## src/rtl/univ_shreg.sv

```systemverilog
// Universal shift register: load, shift, rotate and clear, with a saturating shift counter.
// Define UNIV_SHREG_PARITY_EN to add a registered even-parity output (par).
module univ_shreg #(
    parameter int unsigned      WIDTH   = 8,
    parameter logic [WIDTH-1:0] RST_VAL = '0
) (
    input  logic             clk,
    input  logic             rst,
    input  logic             en,
    input  logic [2:0]       mode,
    input  logic [WIDTH-1:0] d,
    input  logic             sin_l,
    input  logic             sin_r,
    output logic [WIDTH-1:0] q,
    output logic [WIDTH-1:0] qb,
    output logic             sout,
    output logic [7:0]       cnt
`ifdef UNIV_SHREG_PARITY_EN
    ,
    output logic             par
`endif
);

    localparam int unsigned      CNT_W   = 8;
    localparam logic [CNT_W-1:0] CNT_MAX = '1;

    typedef enum logic [2:0] {
        MODE_HOLD  = 3'b000,
        MODE_LOAD  = 3'b001,
        MODE_SHL   = 3'b010,
        MODE_SHR   = 3'b011,
        MODE_ROL   = 3'b100,
        MODE_ROR   = 3'b101,
        MODE_CLEAR = 3'b110,
        MODE_HOLD2 = 3'b111
    } mode_e;

    mode_e            mode_s;
    logic [WIDTH-1:0] q_q, q_d;
    logic             sout_q, sout_d;
    logic [CNT_W-1:0] cnt_q, cnt_d;
    logic             shift_s;

    assign mode_s = mode_e'(mode);

    // Next-state decode; every shift/rotate moves one bit out through sout.
    always_comb begin
        q_d     = q_q;
        sout_d  = sout_q;
        cnt_d   = cnt_q;
        shift_s = 1'b0;
        if (en) begin
            case (mode_s)
                MODE_LOAD: begin
                    q_d   = d;
                    cnt_d = '0;
                end
                MODE_SHL: begin
                    q_d     = {q_q[WIDTH-2:0], sin_l};
                    sout_d  = q_q[WIDTH-1];
                    shift_s = 1'b1;
                end
                MODE_SHR: begin
                    q_d     = {sin_r, q_q[WIDTH-1:1]};
                    sout_d  = q_q[0];
                    shift_s = 1'b1;
                end
                MODE_ROL: begin
                    q_d     = {q_q[WIDTH-2:0], q_q[WIDTH-1]};
                    sout_d  = q_q[WIDTH-1];
                    shift_s = 1'b1;
                end
                MODE_ROR: begin
                    q_d     = {q_q[0], q_q[WIDTH-1:1]};
                    sout_d  = q_q[0];
                    shift_s = 1'b1;
                end
                MODE_CLEAR: begin
                    q_d   = RST_VAL;
                    cnt_d = '0;
                end
                default: ;
            endcase
        end
        if (shift_s && (cnt_q != CNT_MAX)) begin
            cnt_d = cnt_q + CNT_W'(1);
        end
    end

    always_ff @(posedge clk or posedge rst) begin
        if (rst) begin
            q_q    <= RST_VAL;
            sout_q <= 1'b0;
            cnt_q  <= '0;
        end else begin
            q_q    <= q_d;
            sout_q <= sout_d;
            cnt_q  <= cnt_d;
        end
    end

    assign q    = q_q;
    assign qb   = ~q_q;
    assign sout = sout_q;
    assign cnt  = cnt_q;

`ifdef UNIV_SHREG_PARITY_EN
    logic par_q;

    // Parity tracks the value q is about to take, so it lands on the same edge.
    always_ff @(posedge clk or posedge rst) begin
        if (rst) begin
            par_q <= ^RST_VAL;
        end else begin
            par_q <= ^q_d;
        end
    end

    assign par = par_q;
`endif

endmodule

```

## config.mk

```make
export PLATFORM = sky130hd
export DESIGN_NAME = univ_shreg
export DESIGN_NICKNAME = d
export VERILOG_FILES = /design/src/rtl/univ_shreg.sv
export SDC_FILE = /design/constraint.sdc
export NUM_CORES = 1
export LEC_CHECK = 0
export CAP_MARGIN = 40
export CORE_ASPECT_RATIO = 0.6
export CORE_UTILIZATION = 35
export CTS_BUF_LIST = sky130_fd_sc_hd__clkbuf_8 sky130_fd_sc_hd__clkbuf_16
export DETAILED_ROUTE_END_ITERATION = 16
export SLEW_MARGIN = 20
export SYNTH_ARGS = -nofsm -noshare
export SYNTH_HDL_FRONTEND = slang
export SYNTH_SLANG_ARGS = --single-unit
```

## constraint.sdc

```tcl
create_clock -name clk -period 2.1 [get_ports clk]
set_input_delay 0.315 -clock clk [delete_from_list [all_inputs] [get_ports clk]]
set_output_delay 0.315 -clock clk [all_outputs]
set_load 0.02 [all_outputs]
```

# Word-level counts from Yosys, hierarchy flattened
# Cells that the tools add are included.
# Widths: inputs -> output; s select.
[word_totals]
regBits = 17
input_bits = 16
output_inout_bits = 25
word_cells = 31
[classes]
reduce_logical = 12
bitwise = 1
addsub = 1
n_eq_ne = 7
mux = 7
[op_table]
columns = ["op", "count"]
rows = [
  ["$pmux 8 s6", 1],
  ["$mux 8", 3],
  ["$eq 3x3->1 const B", 3],
  ["$add 8x1->8 const B", 1],
  ["$ne 8x8->1 const B", 1],
  ["$not 8->8", 1],
  ["$eq 3x2->1 const B", 2],
  ["$reduce_and 2->1", 3],
  ["$reduce_bool 2->1", 3],
  ["$reduce_bool 6->1", 1],
  ["$reduce_or 2->1", 3],
  ["$reduce_or 4->1", 1],
  ["$eq 3x1->1 const B", 1],
  ["$mux 1", 2],
  ["$pmux 1 s2", 1],
  ["$logic_and 1x1->1", 1],
]

# Logic depth before layout (Yosys ltp)
# Gate-level depths: netlist (run 1).
[logic_depth]
word_depth = 7
depth_mapped = 6
mapped_depth_nobuf = 5

# Worst setup path after synthesis (run 1)
# No wires, ideal clock.
[synth_timing]
path_kind = "register -> register"
startpoint = "register cnt_q[0] (netlist: cnt[0])"
endpoint = "register cnt_q[5] (netlist: cnt[5])"
arrival_time_ns = 1.538
required_time_ns = 1.976
path_stages_with_launch = 6
setup_time_ns = 0.124
synth_period_minus_slack_ns = 1.662
slack_ns = 0.438
n_path_buf = 0
path_cell_list = "dfrtp_1 ha_1 nand4_1 o211ai_4 nor3_1 a211o_1"
[synth_between]
elab_chain_len = 4
elab_cells_between_ends = 7
classes_between = "1 x add/sub; 1 x eq/ne; 1 x mux; 4 x reduce/logical"
[synth_lines]
columns = ["item", "line_no", "source"]
rows = [
  ["start: declaration", "41", "logic [CNT_W-1:0] cnt_q, cnt_d;"],
  ["start signal: assignment", "98", "cnt_q <= cnt_d;"],
  ["parallel branches: the longest is 4 deep, another holds $add 8x1->8", "--", ""],
]
# Parallel ways; which one is timed is not known.
# A chain may end at the register's enable or synchronous reset.

# Worst setup path after layout (run 1)
[layout_timing]
startpoint = "input port mode[1]"
endpoint = "register q_q[7] (netlist: q[7])"
[layout_between]
elab_chain_len = 3
elab_cells_between_ends = 9
classes_between = "6 x eq/ne; 1 x mux; 2 x reduce/logical"
[layout_lines]
columns = ["item", "line_no", "source"]
rows = [
  ["start: declaration", "10", "input logic [2:0] mode,"],
  ["$eq 3x3->1 (tied with other cells)", "53", "case (mode_s)"],
  ["$reduce_bool 6->1 (no line)", "--", ""],
  ["$reduce_and 2->1 (no line)", "--", ""],
  ["end signal: assignment", "96", "q_q <= q_d;"],
  ["end: declaration", "39", "logic [WIDTH-1:0] q_q, q_d;"],
]
# Parallel ways exist; a longest one is shown, timed or not.

==> results.sh, run 1 <==
export IMPL_synth_top_area_cell="dfrtp_1"
export IMPL_ys_seq_area_share_pct=37.04
export IMPL_min_period_ns=1.859
export IMPL_clk_latency_ns=0.26
export IMPL_cts_max_level=1
export IMPL_syn_area_um2=1149
export IMPL_path_clk_slew_ns=0.07
export IMPL_finalMaxSlewViolations=0
export IMPL_rsz0062_at_grt="no"
export IMPL_grt_pass1_vias=1103
export IMPL_postCtsSetupBuffers=0
export IMPL_vias=1179
export IMPL_nets=194
export IMPL_ant_nets=0
export IMPL_cts_tree="yes"
export IMPL_die_w_um=75.96
export IMPL_hpwl_um=2594
export IMPL_fin_crit_sh_pct=88.53
export IMPL_cts_buffer_depth=2
export IMPL_grt_overflow=0
export IMPL_die_area_um2=3522
export IMPL_drc=0
export IMPL_startpoint_type="primary input"
export IMPL_grt_max_degree=18
export IMPL_portBuffers=40
export IMPL_worstSetupEndpointType="flip-flop"
export IMPL_syn_area_per_cell_um2=8.835
export IMPL_first_pass_iters=4
export IMPL_worstMarginPinSlew_ns=0.6613
export IMPL_path_depth=5
export IMPL_syn_inst=130
export IMPL_grt_usage_pct=21.78
export IMPL_cap_violations=0
export IMPL_die_height_um=46.38
export IMPL_synth_common_cells="nand2_1, dfrtp_1, inv_1, a32oi_1, nand3_1"
export IMPL_antenna_diode_count=0
export IMPL_required_ns=2.22
export IMPL_crit_start="mode[1]"
export IMPL_drive_above_1_share_pct=14.20
export IMPL_syn2layout_area_growth_pct=45.10
export IMPL_irDropWorstVdd_mv=0.5227
export IMPL_power_density_nw_per_um2=829.1
export IMPL_cp_top_family="buffers and inverters"
export IMPL_slowest_stage="clkdlybuf4s50_1"
export IMPL_drt_iter0_drc=86
export IMPL_cts_buffers=3
export IMPL_io_pins=41
export IMPL_reg2reg_depth=5
export IMPL_crit_type="primary input to flip-flop"
export IMPL_start_util_pct=38.49
export IMPL_critPathArrivalTime_ns=1.98
export IMPL_wire_per_inst_um=15.56
export IMPL_yosys_cell_types_count=40
export IMPL_slew_headroom_pct=55.87
export IMPL_nFillCells=265
export IMPL_gp_congestion=0.8228
export IMPL_final_core_util_pct=55.85
export IMPL_yosys_area_top_type_share_pct=37.04
export IMPL_cts_root_buf="clkbuf_8"
export IMPL_synth_edf_count=0
export IMPL_hold_path_class="primary input to asynchronous set/reset pin"
export IMPL_skew_ns=0.004675
export IMPL_grt_pass1_wl_um=5575
export IMPL_yosysWarningCount=0
export IMPL_synth_area_top_cells="dfrtp_1, nand2_1, a32oi_1"
export IMPL_setup_violations_final=0
export IMPL_cts_sinks=17
export IMPL_synthArstFlopShare_pct=100.0
export IMPL_wl_um=3393
export IMPL_core_um2=2984
export IMPL_hold_viol_final=0
export IMPL_max_freq_mhz=537.9
export IMPL_row_count=15
export IMPL_avgViaCountPerCell=5.408
export IMPL_max_stage_delay_ns=0.71
export IMPL_worst_path_buf_inv=1
export IMPL_synth_nets=147
export IMPL_critPathMaxFanout=13
export IMPL_cts_hold_buffers=0
export IMPL_p_leak_uw=0.0007274
export IMPL_cts_resized=0
export IMPL_status="complete, no violations"
export IMPL_power_total_uw=1382
export IMPL_synth_seq_cells=17
export IMPL_r2r_start="cnt[0]"
export IMPL_antenna_found_initial=0
export IMPL_synth_main_ff_cell="dfrtp_1"
export IMPL_yosys_cell_count_top_type="nand2_1"
export IMPL_crit_chain="clkdlybuf4s50_1 -> nand2_1 -> a211oi_1 -> a31o_2 -> a32oi_1"
==> stage by stage <==
stage	cell area, µm²	cells	hold slack, ns	setup TNS [ns]	setup WS (ns)
5_1_grt	1667	218	0.5061	0	0.1117
2_1_floorplan	1149	130	0.2411	0	0.4384
3_5_place_dp	1622	214	0.4713	-0.04245	-0.04245
6_report	1667	218	0.4426	0	0.2408
3_3_place_gp	1622	214	0.4619	0	0.07188
4_1_cts	1667	218	0.4760	0	0.2340
==> metal layers <==
layer	vias to the layer above	wire [µm]	GRT usage [%]
met5	-	0	0
met4	0	52	9.231
met3	4	190	4.752
li1	575	-	-
met1	553	1824	31.93
met2	47	1326	30.73
==> logic make-up after synthesis <==
logic type / count (synthesis) / synth area share (%)
and+or+nand+nor: 47 / 19.72
muxes: 1 / 0.8715
AOI/OAI and AO/OA: 43 / 29.63
buffers and inverters: 18 / 7.735
adders and majority gates: 1 / 1.089
DFF: 17 / 37.04
xor gates and xnor gates: 3 / 3.922
==> layout make-up <==
type	instances	area (µm²)	share of cell area, %
Tap cell	42	52.55	3.153
Sequential cell	17	425.4	25.53
Multi-Input combinational cell	95	634.4	38.06
Clock buffer	3	41.29	2.477
Timing Repair Buffer	49	467.9	28.08
Clock inverter	1	3.754	0.2252
Inverter	11	41.29	2.477
==> sequential cells by signal (all words and copies together), names as in the netlist <==
register and count:
sout 1, cnt 8, q 8
==> report_power, final <==
group / total [µW] / switching [µW] / internal [µW]
sequential: 508 / 108 / 400
combinational: 626 / 315 / 311
clock: 247 / 117 / 130
total: 1380 / 540 / 841
==> cell usage in the layout (no fill, tap or decap), drive strengths merged, types with 2 or more instances in the layout <==
master         netlist  layout
or2                  2       2
a31oi                3       3
nand3                8       8
a21oi                3       3
o21ai                6       6
inv                 11      12
a211o                2       2
dfrtp               17      17
nand2b               2       2
nor3                 3       3
clkbuf               2       3
nor2                 4       4
clkdlybuf4s50        0      40
nand2               22      22
a211oi               7       7
a32oi                8       8
xor2                 2       2
o211ai               4       4
buf                  5       9
a31o                 7       7
==> path summary, 6_finish.rpt <==
path / end / slack [ns]
worst max-delay path: q[7] / 0.24
worst max register to register: cnt[5] / 0.38
max in group asynchronous: cnt[1] / 1.23
worst min register to register: sout / 0.48
worst min-delay path: q[6] / 0.44
min in group clk: sout / 0.48
Note: power is estimated with default switching activity, not from simulation.
==> inputs of run 2 (changes only) <==
--- a/config.mk
+++ b/config.mk
@@ -10,6 +10,7 @@
 export CORE_UTILIZATION = 35
 export CTS_BUF_LIST = sky130_fd_sc_hd__clkbuf_8 sky130_fd_sc_hd__clkbuf_16
 export DETAILED_ROUTE_END_ITERATION = 16
+export PLACE_DENSITY_LB_ADDON = 0.3
 export SLEW_MARGIN = 20
 export SYNTH_ARGS = -nofsm -noshare
 export SYNTH_HDL_FRONTEND = slang
==> results.sh, run 2 (synthesis gave the netlist of run 1 again) <==
export IMPL_status="complete, no violations"
export IMPL_dp_cells=211
export IMPL_power_density_nw_per_um2=847.4
export IMPL_worstMarginPinSlew_ns=0.7053
export IMPL_grt_pass1_wl_um=5623
export IMPL_io_pins=41
export IMPL_drc=0
export IMPL_whs_ns=0.4700
export IMPL_pwr_share_clk_pct=18.7
export IMPL_cap_violations=0
export IMPL_ant_nets=0
export IMPL_die_w_um=75.96
export IMPL_worst_path_buf_inv=1
export IMPL_setup_violations_final=0
export IMPL_cts_root_buf="clkbuf_8"
export IMPL_antenna_found_initial=0
export IMPL_grt_pass1_vias=1058
export IMPL_pwr_share_seq_pct=36.7
export IMPL_required_ns=2.30
export IMPL_finalMaxSlewViolations=0
export IMPL_p_switching_uw=555.1
export IMPL_worstSetupEndpointType="flip-flop"
export IMPL_drive_above_1_share_pct=13.29
export IMPL_row_count=15
export IMPL_startpoint_type="primary input"
export IMPL_die_area_um2=3522
export IMPL_cts_hold_buffers=0
export IMPL_nets=191
export IMPL_grt_overflow=0
export IMPL_layout_commonest_cell="clkdlybuf4s50_1"
export IMPL_stdcell_count=215
export IMPL_critPathArrivalTime_ns=1.97
export IMPL_wl_um=3395
export IMPL_hpwl_um=2524
export IMPL_wire_per_inst_um=15.79
export IMPL_cp_top_family="buffers and inverters"
export IMPL_antenna_diode_count=0
export IMPL_fin_crit_sh_pct=84.53
export IMPL_pwr_share_comb_pct=44.6
export IMPL_reg2reg_depth=5
export IMPL_cts_buffers=3
export IMPL_skew_ns=0.003434
export IMPL_start_util_pct=38.49
export IMPL_gp_congestion=0.7790
export IMPL_hold_path_class="primary input to asynchronous set/reset pin"
export IMPL_die_height_um=46.38
export IMPL_clk_latency_ns=0.26
export IMPL_crit_chain="clkdlybuf4s50_1 -> xor2_4 -> nand2_2 -> nor4_1 -> a211o_1"
export IMPL_p_int_uw=839.2
export IMPL_grt_usage_pct=21.44
export IMPL_grt_max_degree=19
export IMPL_slew_headroom_pct=52.93
export IMPL_slowest_stage="clkdlybuf4s50_1"
export IMPL_min_period_ns=1.775
export IMPL_cts_tree="yes"
export IMPL_setup_slack_ns=0.3248
export IMPL_cts_sinks=17
export IMPL_power_total_uw=1394
export IMPL_vias=1199
export IMPL_cts_max_level=1
export IMPL_layout_common_cells="clkdlybuf4s50_1, nand2_1, dfrtp_1"
export IMPL_syn2layout_area_growth_pct=43.25
export IMPL_core_um2=2984
export IMPL_path_clk_slew_ns=0.07
export IMPL_hold_viol_final=0
export IMPL_cts_resized=0
export IMPL_p_leak_uw=0.0007106
export IMPL_max_freq_mhz=563.3
export IMPL_fin_tns_setup_ns=0
export IMPL_postCtsSetupBuffers=0
export IMPL_p_sw_share_pct=39.81
export IMPL_rsz0062_at_grt="no"
export IMPL_critPathMaxFanout=10
export IMPL_pre_cts_ws_ns=0.06767
export IMPL_cts_buffer_depth=2
export IMPL_portBuffers=40
export IMPL_irDropWorstVdd_mv=0.5316
export IMPL_first_pass_iters=4
export IMPL_drt_iter0_drc=91
export IMPL_path_depth=5
export IMPL_crit_type="primary input to flip-flop"
export IMPL_avgViaCountPerCell=5.577
export IMPL_max_stage_delay_ns=0.72
## run 2: per-layer routing
| metal | GRT usage (%) | vias up | routed length [µm] |
|---|---|---|---|
| li1 | - | 567 | - |
| met1 | 31.33 | 564 | 1692 |
| met2 | 30.36 | 64 | 1364 |
| met3 | 6.139 | 4 | 304 |
| met4 | 6.538 | 0 | 34 |
| met5 | 0 | - | 0 |
## run 2: worst paths after layout
path,startpoint,endpoint,slack [ns]
min reg2reg,sout,sout,0.49
min in group clk,sout,sout,0.49
max reg2reg,cnt[0],cnt[5],0.33
min,rst,sout,0.47
max,mode[2],cnt[5],0.32
max in group asynchronous,rst,cnt[3],1.18
## run 2: worst reg2reg max path: stages, from the launching register on
cell	delay (ns)
dfrtp_1	0.48
ha_1	0.31
nand4_1	0.21
o211ai_4	0.30
nor3_1	0.08
a211o_1	0.28
## run 2: cell type report
type	instances	area, µm²
repair buffers	46	445.4
fillers	264	1339
flip-flops and latches	17	425.4
inverters	11	41.29
clock buffers	3	41.29
clock inverters	1	5.005
well taps	42	52.55
multi-input cells	95	634.4
## run 2: metrics by stage
step / cell area [µm²] / utilization, %
after floorplan: 1149 / -
after global placement: 1599 / 53.58
after detailed placement: 1599 / 53.58
after CTS: 1645 / 55.14
after global routing: 1645 / 55.14
final: 1645 / 55.14
## run 2: power groups by stage
stage               clock network [µW]  registers, µW  logic, µW
finish                             260            512        622
global route                       279            529        662
CTS                                264            511        624
detailed placement                   0            513        621
global placement                     0            508        616
floorplan                            0            577        251
==> inputs of run 3 (changes only) <==
==> constraint.sdc (replaced) <==
create_clock -name clk -period 1.8 [get_ports clk]
set_input_delay 0.27 -clock clk [delete_from_list [all_inputs] [get_ports clk]]
set_output_delay 0.27 -clock clk [all_outputs]
set_load 0.02 [all_outputs]
==> results.sh, run 3 (synthesis gave the netlist of run 1 again) <==
export IMPL_regArea_um2=425.4
export IMPL_start_util_pct=38.49
export IMPL_startpoint_type="flip-flop"
export IMPL_cts_resized=0
export IMPL_die_area_um2=3522
export IMPL_clk_latency_ns=0.26
export IMPL_path_depth=2
export IMPL_grt_pass1_wl_um=5471
export IMPL_slowest_stage="clkdlybuf4s50_1"
export IMPL_cts_root_buf="clkbuf_8"
export IMPL_hold_viol_final=0
export IMPL_nets=203
export IMPL_max_stage_delay_ns=0.60
export IMPL_cts_buffer_depth=2
export IMPL_layout_commonest_cell="clkdlybuf4s50_1"
export IMPL_worst_path_buf_inv=2
export IMPL_drt_iter0_drc=78
export IMPL_first_pass_iters=4
export IMPL_grt_max_degree=20
export IMPL_cts_tree="yes"
export IMPL_die_w_um=75.96
export IMPL_gp_congestion=0.8347
export IMPL_finalMaxSlewViolations=0
export IMPL_required_ns=1.53
export IMPL_irDropWorstVdd_mv=0.4451
export IMPL_nFillCells=266
export IMPL_grt_overflow=0
export IMPL_syn2layout_area_growth_pct=52.07
export IMPL_p_leak_uw=0.0007741
export IMPL_hold_path_class="primary input to asynchronous set/reset pin"
export IMPL_path_clk_slew_ns=0.07
export IMPL_hpwl_um=2576
export IMPL_die_height_um=46.38
export IMPL_min_period_ns=1.670
export IMPL_core_um2=2984
export IMPL_power_density_nw_per_um2=949.7
export IMPL_drive_above_1_share_pct=18.38
export IMPL_cts_buffers=3
export IMPL_crit_type="flip-flop to output pin"
export IMPL_postCtsSetupBuffers=0
export IMPL_io_pins=41
export IMPL_crit_chain="inv_1 -> clkdlybuf4s50_1"
export IMPL_max_freq_mhz=598.9
export IMPL_grt_pass1_vias=1075
export IMPL_avgViaCountPerCell=5.498
export IMPL_portBuffers=40
export IMPL_vias=1248
export IMPL_ant_nets=0
export IMPL_setup_violations_final=0
export IMPL_grt_usage_pct=20.81
export IMPL_layout_common_cells="clkdlybuf4s50_1, nand2_1, dfrtp_1, buf_4, inv_1"
export IMPL_fin_crit_sh_pct=92.76
export IMPL_rsz0062_at_grt="no"
export IMPL_final_core_util_pct=58.53
export IMPL_critPathArrivalTime_ns=1.40
export IMPL_drc=0
export IMPL_cts_max_level=1
export IMPL_cts_hold_buffers=0
export IMPL_cts_sinks=17
export IMPL_cp_top_family="buffers and inverters"
export IMPL_cap_violations=0
export IMPL_multi_input_area_um2=634.4
export IMPL_dp_cells=223
export IMPL_pre_cts_ws_ns=-0.09065
export IMPL_wire_per_inst_um=15.22
export IMPL_wl_um=3455
export IMPL_power_total_uw=1659
export IMPL_setup_slack_ns=0.1304
export IMPL_stdcell_count=227
export IMPL_skew_ns=0.002111
export IMPL_status="complete, no violations"
export IMPL_row_count=15
export IMPL_worstMarginPinSlew_ns=0.3158
export IMPL_slew_headroom_pct=78.88
export IMPL_antenna_diode_count=0
export IMPL_reg2reg_depth=6
export IMPL_critPathMaxFanout=5
export IMPL_worstSetupEndpointType="output pin"
export IMPL_antenna_found_initial=0
[run 3: path summary, 6_finish.rpt]
check                           slack (ns)   start     end
worst max-delay path                  0.13    q[0]   qb[0]
worst min-delay path                  0.33     rst  cnt[7]
worst max register to register        0.15  cnt[0]  cnt[5]
worst min register to register        0.48    sout    sout
max in group asynchronous             1.27     rst    q[1]
min in group clk                      0.48    sout    sout
[run 3: report_power, final]
part           switching [µW]  internal (µW)  total (µW)
clock                     138            152         290
combinational             396            402         798
sequential                104            467         571
[run 3: stage by stage]
| stage | area (µm²) | hold slack, ns | setup TNS, ns |
|---|---|---|---|
| floorplan | 1149 | 0.1961 | 0 |
| global placement | 1702 | 0.4710 | 0 |
| detailed placement | 1702 | 0.4736 | -0.1664 |
| CTS | 1747 | 0.3522 | 0 |
| global route | 1747 | 0.3702 | 0 |
| finish | 1747 | 0.3310 | 0 |
[run 3: area by class of cell]
class / count / share of cell area, %
Multi-Input combinational cell: 95 / 36.32
Timing Repair Buffer: 58 / 31.38
Sequential cell: 17 / 24.36
Tap cell: 42 / 3.009
Clock buffer: 3 / 2.364
Inverter: 11 / 2.364
Clock inverter: 1 / 0.2149
[run 3: worst min-delay path, cell delays in order]
cell,delay [ns]
clkdlybuf4s50_1,0.40
inv_1,0.05
buf_4,0.24
[run 3: layer usage]
metal	up-vias	GRT usage, %	wire length, µm
li1	591	-	-
met1	600	30.42	1693
met2	51	29.64	1450
met3	6	5.347	273
met4	0	6.923	38
met5	-	0	0
